==> config.mk <==
export PLATFORM = sky130hd
export DESIGN_NAME = lsu_wb_stage
export DESIGN_NICKNAME = d
export VERILOG_FILES = /design/src/rtl/lsu_wb_stage.sv
export SDC_FILE = /design/constraint.sdc
export NUM_CORES = 2
export LEC_CHECK = 0
export BUFFER_PORTS_ARGS = -buffer_cell sky130_fd_sc_hd__clkbuf_2
export CORE_MARGIN = 2
export CORE_UTILIZATION = 40
export DETAILED_ROUTE_END_ITERATION = 8
export GPL_ROUTABILITY_DRIVEN = 0
export SLEW_MARGIN = 20
export SYNTH_ARGS = -nofsm -noshare
export SYNTH_HDL_FRONTEND = slang
export SYNTH_SLANG_ARGS = --single-unit
==> constraint.sdc <==
create_clock -name clk -period 2 [get_ports clk]
set_input_delay 0.2 -clock clk [delete_from_list [all_inputs] [get_ports clk]]
set_output_delay 0.2 -clock clk [all_outputs]
set_load 0.05 [all_outputs]
==> src/rtl/lsu_wb_stage.sv <==
// rtl/lsu_wb_stage.sv - LSU->WBU pipeline register with optional two-entry skid buffer.
// Side-effect strobes are qualified with valid because the WBU does not check valid itself.
module lsu_wb_stage #(
  parameter logic [63:0] RST_PC  = 64'h0,
  parameter bit          SKID_EN = 1'b1
) (
  input  logic        clk,
  input  logic        rst,
  input  logic        ls_in_valid,
  output logic        ls_in_ready,
  input  logic [63:0] ls_in_pc,
  input  logic [63:0] ls_in_next_pc,
  input  logic [31:0] ls_in_inst,
  input  logic        ls_in_trap,
  input  logic        ls_in_mret,
  input  logic        ls_in_sret,
  input  logic [63:0] ls_in_trap_cause,
  input  logic [63:0] ls_in_trap_tval,
  input  logic        ls_in_csr_wen,
  input  logic        ls_in_csr_ren,
  input  logic [11:0] ls_in_csr_addr,
  input  logic [4:0]  ls_in_rd,
  input  logic        ls_in_dest_wen,
  input  logic [63:0] ls_in_data,
  input  logic        WB_LS_ls_ready,
  input  logic        WB_LS_flush_flag,
  output logic        LS_WB_reg_ls_valid,
  output logic [63:0] LS_WB_reg_PC,
  output logic [63:0] LS_WB_reg_next_PC,
  output logic [31:0] LS_WB_reg_inst,
  output logic        LS_WB_reg_trap_valid,
  output logic        LS_WB_reg_mret_valid,
  output logic        LS_WB_reg_sret_valid,
  output logic [63:0] LS_WB_reg_trap_cause,
  output logic [63:0] LS_WB_reg_trap_tval,
  output logic        LS_WB_reg_csr_wen,
  output logic        LS_WB_reg_csr_ren,
  output logic [11:0] LS_WB_reg_csr_addr,
  output logic [4:0]  LS_WB_reg_rd,
  output logic        LS_WB_reg_dest_wen,
  output logic [63:0] LS_WB_reg_data,
  output logic        ls_stage_empty
);

  localparam int W = 375;
  localparam logic [W-1:0] RST_BEAT = {RST_PC, RST_PC, {(W-128){1'b0}}};

  logic [W-1:0] in_beat, main_q, skid_q;
  logic         main_valid, skid_valid, ready_q, empty_q;
  logic         acc, drain;
  logic         main_valid_n, skid_valid_n;
  logic         load_main_in, load_main_skid, load_skid;
  logic         trap_q, mret_q, sret_q, csr_wen_q, dest_wen_q;

  assign in_beat = {ls_in_pc, ls_in_next_pc, ls_in_inst, ls_in_trap, ls_in_mret, ls_in_sret,
                    ls_in_trap_cause, ls_in_trap_tval, ls_in_csr_wen, ls_in_csr_ren,
                    ls_in_csr_addr, ls_in_rd, ls_in_dest_wen, ls_in_data};

  assign ls_in_ready = SKID_EN ? ready_q : (!main_valid || WB_LS_ls_ready);
  assign acc   = ls_in_valid && ls_in_ready;
  assign drain = main_valid && WB_LS_ls_ready;

  always_comb begin
    main_valid_n   = main_valid;
    skid_valid_n   = skid_valid;
    load_main_in   = 1'b0;
    load_main_skid = 1'b0;
    load_skid      = 1'b0;
    if (skid_valid) begin
      if (drain) begin
        load_main_skid = 1'b1;
        skid_valid_n   = 1'b0;
      end
    end else if (main_valid) begin
      if (acc && drain) begin
        load_main_in = 1'b1;
      end else if (acc && SKID_EN) begin
        load_skid    = 1'b1;
        skid_valid_n = 1'b1;
      end else if (drain) begin
        main_valid_n = 1'b0;
      end
    end else if (acc) begin
      load_main_in = 1'b1;
      main_valid_n = 1'b1;
    end
    // Payload may still load on a flush; clearing the valids is what drops it.
    if (WB_LS_flush_flag) begin
      main_valid_n = 1'b0;
      skid_valid_n = 1'b0;
    end
  end

  always_ff @(posedge clk) begin
    if (rst) begin
      main_valid <= 1'b0;
      skid_valid <= 1'b0;
      ready_q    <= 1'b1;
      empty_q    <= 1'b1;
      main_q     <= RST_BEAT;
      skid_q     <= '0;
    end else begin
      main_valid <= main_valid_n;
      skid_valid <= skid_valid_n;
      ready_q    <= !skid_valid_n;
      empty_q    <= !main_valid_n;
      if (load_main_in)
        main_q <= in_beat;
      else if (load_main_skid)
        main_q <= skid_q;
      if (load_skid)
        skid_q <= in_beat;
    end
  end

  assign {LS_WB_reg_PC, LS_WB_reg_next_PC, LS_WB_reg_inst, trap_q, mret_q, sret_q,
          LS_WB_reg_trap_cause, LS_WB_reg_trap_tval, csr_wen_q, LS_WB_reg_csr_ren,
          LS_WB_reg_csr_addr, LS_WB_reg_rd, dest_wen_q, LS_WB_reg_data} = main_q;

  assign LS_WB_reg_ls_valid   = main_valid;
  assign LS_WB_reg_trap_valid = trap_q && main_valid;
  assign LS_WB_reg_mret_valid = mret_q && main_valid;
  assign LS_WB_reg_sret_valid = sret_q && main_valid;
  assign LS_WB_reg_csr_wen    = csr_wen_q && main_valid;
  assign LS_WB_reg_dest_wen   = dest_wen_q && main_valid && (LS_WB_reg_rd != 5'd0);
  assign ls_stage_empty       = empty_q;

endmodule

; ---- Word level (Yosys, flattened, before mapping)
; Cells that the tools add are included.
[classes]
n_lt_le_gt_ge = 0
n_div = 0
n_reduce_logical = 13
n_mul = 0
bitwise = 0
n_shift = 0
n_eq_ne = 0
mux = 19
addsub = 0
[ops]
columns = operator, count
row1 = $mux W375, 2
row2 = $mux W1, 17
row3 = $logic_and A1 B1 Y1, 9
row4 = $reduce_bool A5 Y1, 1
row5 = $logic_not A1 Y1, 2
row6 = $reduce_bool A2 Y1, 1
[word_totals]
output_inout_bits = 378
regBits = 754
mem_count = 0
latch_bits = 0
ram_bits = 0
wordCells = 38
mem_bits_ro = 0
input_bits = 380

; ---- Depth between registers and ports, before layout
[depth]
ltp_word = 8
mapped_depth = 7
ltp_nobuf = 3

; ---- Least setup slack after synthesis
; Ideal clock, no wire load.
[synth_path]
path_kind = register to register
startpoint = reg main_valid (netlist: LS_WB_reg_ls_valid)
endpoint = reg main_q[224]
setup_slack_ns = 0.202
path_buffers = 4
setup_ns = 0.089
stages_incl_launch_ff = 8
t_arrival_ns = 1.709
required_ns = 1.911
synth_period_minus_slack_ns = 1.798
cell_sequence = dfxtp_1 buf_6 and3_1 buf_4 buf_6 buf_2 nand2_1 a311oi_2
[synth_via]
elab_chain_len = 6
word_cells_on_any_way = 9
classes_between = mux: 6 / reduce/logical: 3
[synth_rtl]
columns = element, line
row1 = "start, declared", 49  ; logic main_valid, skid_valid, ready_q, empty_q;
row2 = "start signal, assigned", 103  ; main_valid <= main_valid_n;
row3 = $logic_and A1 B1 Y1, 61  ; assign drain = main_valid && WB_LS_ls_ready;
row4 = $logic_and A1 B1 Y1, 75  ; if (acc && drain) begin
row5 = $mux W1, 75
row6 = $mux W1, 74  ; end else if (main_valid) begin
row7 = $mux W1, 69  ; if (skid_valid) begin
row8 = $mux W375 / $reduce_bool A2 Y1 (equally long branches), n/a
row9 = "end signal, assigned", 108  ; main_q <= in_beat;
row10 = "end signal, assigned", 110  ; main_q <= skid_q;
row11 = "end, declared", 48  ; logic [W-1:0] in_beat, main_q, skid_q;
; Several ways; a longest one is shown, not always the timed one.
; A chain may end at the register's enable or synchronous reset.

; ---- Final worst setup path
[layout_path]
startpoint = reg main_q[65]
endpoint = out LS_WB_reg_dest_wen
[layout_via]
elab_chain_len = 2
[layout_rtl]
columns = element, line
row1 = $reduce_bool A5 Y1, 125  ; assign LS_WB_reg_dest_wen = dest_wen_q && main_valid && (LS_WB_reg_rd != 5'd0);
row2 = $logic_and A1 B1 Y1, 125
row3 = "end, declared", 40  ; output logic LS_WB_reg_dest_wen,
; No other way between the ends.

==> impl_metrics.ini <==
[clocking]
cts_num_sinks = 754
htree_levels = 3
clk_root_buffer_cell = clkbuf_16
clkTransAtPathRegs_ns = 0.06
worst_skew_pair.late_latency_ns = 0.65
clockBufferDepth = 3
cts_buffers = 85
cts_tree = yes

[worst_setup_path]
reg2reg_depth = 5
reg2reg_from = skid_valid$_SDFF_PP0_
path_class = reg -> out
cp-start-kind = register
cp_max_fo = 2
cp-end-kind = output pin
arrival_ns = 1.82
r2r_end = main_q[92]$_SDFFE_PP0P_
cp.required_ns = 1.80
r2r_setup_slack_ns = 0.15

[synthesis]
syn_inst = 4227
synth-async-reset-ratio_pct = 0
yosysMostFrequentCell = dfxtp_1
yosysTopAreaCell = dfxtp_1
synth_nets = 4607
avgSynthCellArea_um2 = 8.57
synth_common_cells = dfxtp_1, nand2_1, buf_4
synth-edff-count = 0
ys.flop_type = dfxtp_1
ys_ff_latch = 754
synth.top_cell.area_share_pct = 41.7
synthesis.area_um2 = 36200
ys_warn_count = 0
seq_area_frac_synth_pct = 41.7
yosys-top-cells-area = dfxtp_1, a311oi_2, buf_4, nand2_1, o21ai_0
synth.distinct_cells = 27

[pwr]
p_per_area_nw_per_um2 = 874
p_leak_uw = 0.0166
clkPwrFrac_pct = 40.6
swShare_pct = 30.1
intPower_uw = 27700
vdd_drop_max_uv = 668
power_uw = 39600
power_frac_comb_pct = 18.2
p_switching_uw = 11900
pwr-share-seq_pct = 41.2

[layout]
drive_gt1_share_pct = 29.3
area_growth_pct = 25.1
fin_nets = 5172
n_fill_cell = 8289

[place]
dp.final_hpwl_um = 76300
port_buffers = 757

[run_status]
violations = negative setup slack
status = complete, but fails checks

[grt]
grt_pass1_wl_um = 185000
grt_util_met1_pct = 30.5
grt_max_degree = 98
grt_busiest_layer = met2
antenna_found_initial = 8
grt_util_met2_pct = 39.6
grt_pass1_vias = 32500
grt_use_total_pct = 24.4
grt_util_met3_pct = 4.32
grt-ovfl-total = 0

[sta]
hold_slack_ns = 0.333
post-route-period-util_pct = 101
finClkSkew_ns = 0.0197
rsz0062_at_grt = yes
finalMaxSlewViolations = 0
tightest_slew_ns = 0.628
fin_crit_ns = 2.02
fin_ws_ns = -0.0240
timing.final.hold_violations = 0
fmax_ghz = 0.494
relSlewSlack_pct = 58.1
finalSetupViolations = 1

[drt]
viasPerCell = 5.58
avgRoutedWirePerCell_um = 19.7
via_count = 33700
drtIter0Drc = 3068
drc = 0
drt_wl_total_um = 119000
ant_nets = 0
dr.pass1.iters = 5

[hold_path]
whs_endpoint = LS_WB_reg_ls_valid$_SDFF_PP0_
min_path_cells = 3
holdCritStartpoint = WB_LS_flush_flag
hold_class = in -> reg

[floorplanning]
initial_core_util_pct = 40.3
die_w_um = 305
placementRows = 110
fp.coreArea_um2 = 89900
die_y_um = 305
dieArea_um2 = 92900
io_pins = 758

[job]
maxCapViolCount = 0
timing repair:
action,4_1_cts,5_1_grt
setup endpoints to repair,4,4
gates resized for setup,10,3
hold buffers,379,0
buffers inserted,1,0
hold endpoints to repair,750,0
logic make-up (layout without fill, tap and decap cells):
| family | count (synthesis) | in the layout | synth area share, % |
|---|---|---|---|
| simple gates | 1512 | 1512 | 18.4 |
| compound gates | 1131 | 1131 | 25.6 |
| flops | 754 | 754 | 41.7 |
| other cells | 0 | 7 | 0 |
| buf+inv | 830 | 1461 | 14.3 |
routing by layer:
metal	share of wire, %	up-vias
li1	-	15800
met1	41	16300
met2	47	1306
met3	5.9	342
met4	5.6	0
met5	0	-
stage by stage:
step / worst slack, ns / instances / util (%) / cell area, µm² / TNS (ns)
floorplan: 0.202 / 4227 / - / 36200 / 0
global placement: 0.237 / 5501 / 42.9 / 38600 / 0
detailed placement: 0.183 / 5501 / 42.9 / 38600 / 0
CTS: -0.0868 / 6034 / 50.4 / 45300 / -0.0868
global route: -0.0900 / 6041 / 50.4 / 45300 / -0.0900
finish: -0.0240 / 6041 / 50.4 / 45300 / -0.0240
power by group through the flow:
stage / clock network [µW] / registers (µW) / logic, µW
after floorplan: 0 / 16400 / 5510
after global placement: 0 / 16600 / 6520
after detailed placement: 0 / 16600 / 6560
after CTS: 16400 / 16300 / 7180
after global routing: 17000 / 16300 / 7590
final: 16100 / 16300 / 7220
registers in the layout, indices dropped and copies added (netlist names):
name and count:
LS_WB_reg_ls_valid 1, ls_in_ready 1, ls_stage_empty 1, main_q 375, skid_q 375, skid_valid 1
critical path: stages, from the launching register on:
cell and delay (ns):
dfxtp_2 0.33, or3_1 0.36, o311a_1 0.32, buf_8 0.16
area by class of cell:
cell class	instances	area, µm²	area share (%)
inverter	2	7.51	0.0166
sequential	754	15100	33.3
multi-input combinational	2643	16000	35.3
clock inverter	25	290	0.641
timing repair buffer	1306	9840	21.7
tap	1176	1470	3.25
clock buffer	128	2590	5.72
antenna	7	17.5	0.0387
layout by cell type, fill, tap and decap left out, drive strengths merged:
cell and n:
and3b 1, nand2b 1, diode 7, dlygate4sd3 379, clkinv 13, buf 172, o21ai 376, inv 7
dfxtp 754, and3 1, a211o 1, and2 4, nor2b 1, a2111o 1, o311a 1, a31oi 1
nand2 751, a21oi 375, nand3 376, nor3 375, nand3b 1, a211oi 1, bufinv 5, or3 1
clkbuf 883, a311oi 375, clkinvlp 2
worst max path at each step:
stage / startpoint / endpoint / slack (ns)
3_5_place_dp: skid_valid$_SDFF_PP0_ / main_q[92]$_SDFFE_PP0P_ / 0.18
5_1_grt: main_q[65]$_SDFFE_PP0P_ / LS_WB_reg_dest_wen / -0.09
2_1_floorplan: LS_WB_reg_ls_valid$_SDFF_PP0_ / main_q[224]$_SDFFE_PP0P_ / 0.20
3_3_place_gp: skid_valid$_SDFF_PP0_ / main_q[84]$_SDFFE_PP0P_ / 0.24
6_report: main_q[65]$_SDFFE_PP0P_ / LS_WB_reg_dest_wen / -0.02
4_1_cts: main_q[65]$_SDFFE_PP0P_ / LS_WB_reg_dest_wen / -0.09
(Power assumes the default switching activity.)
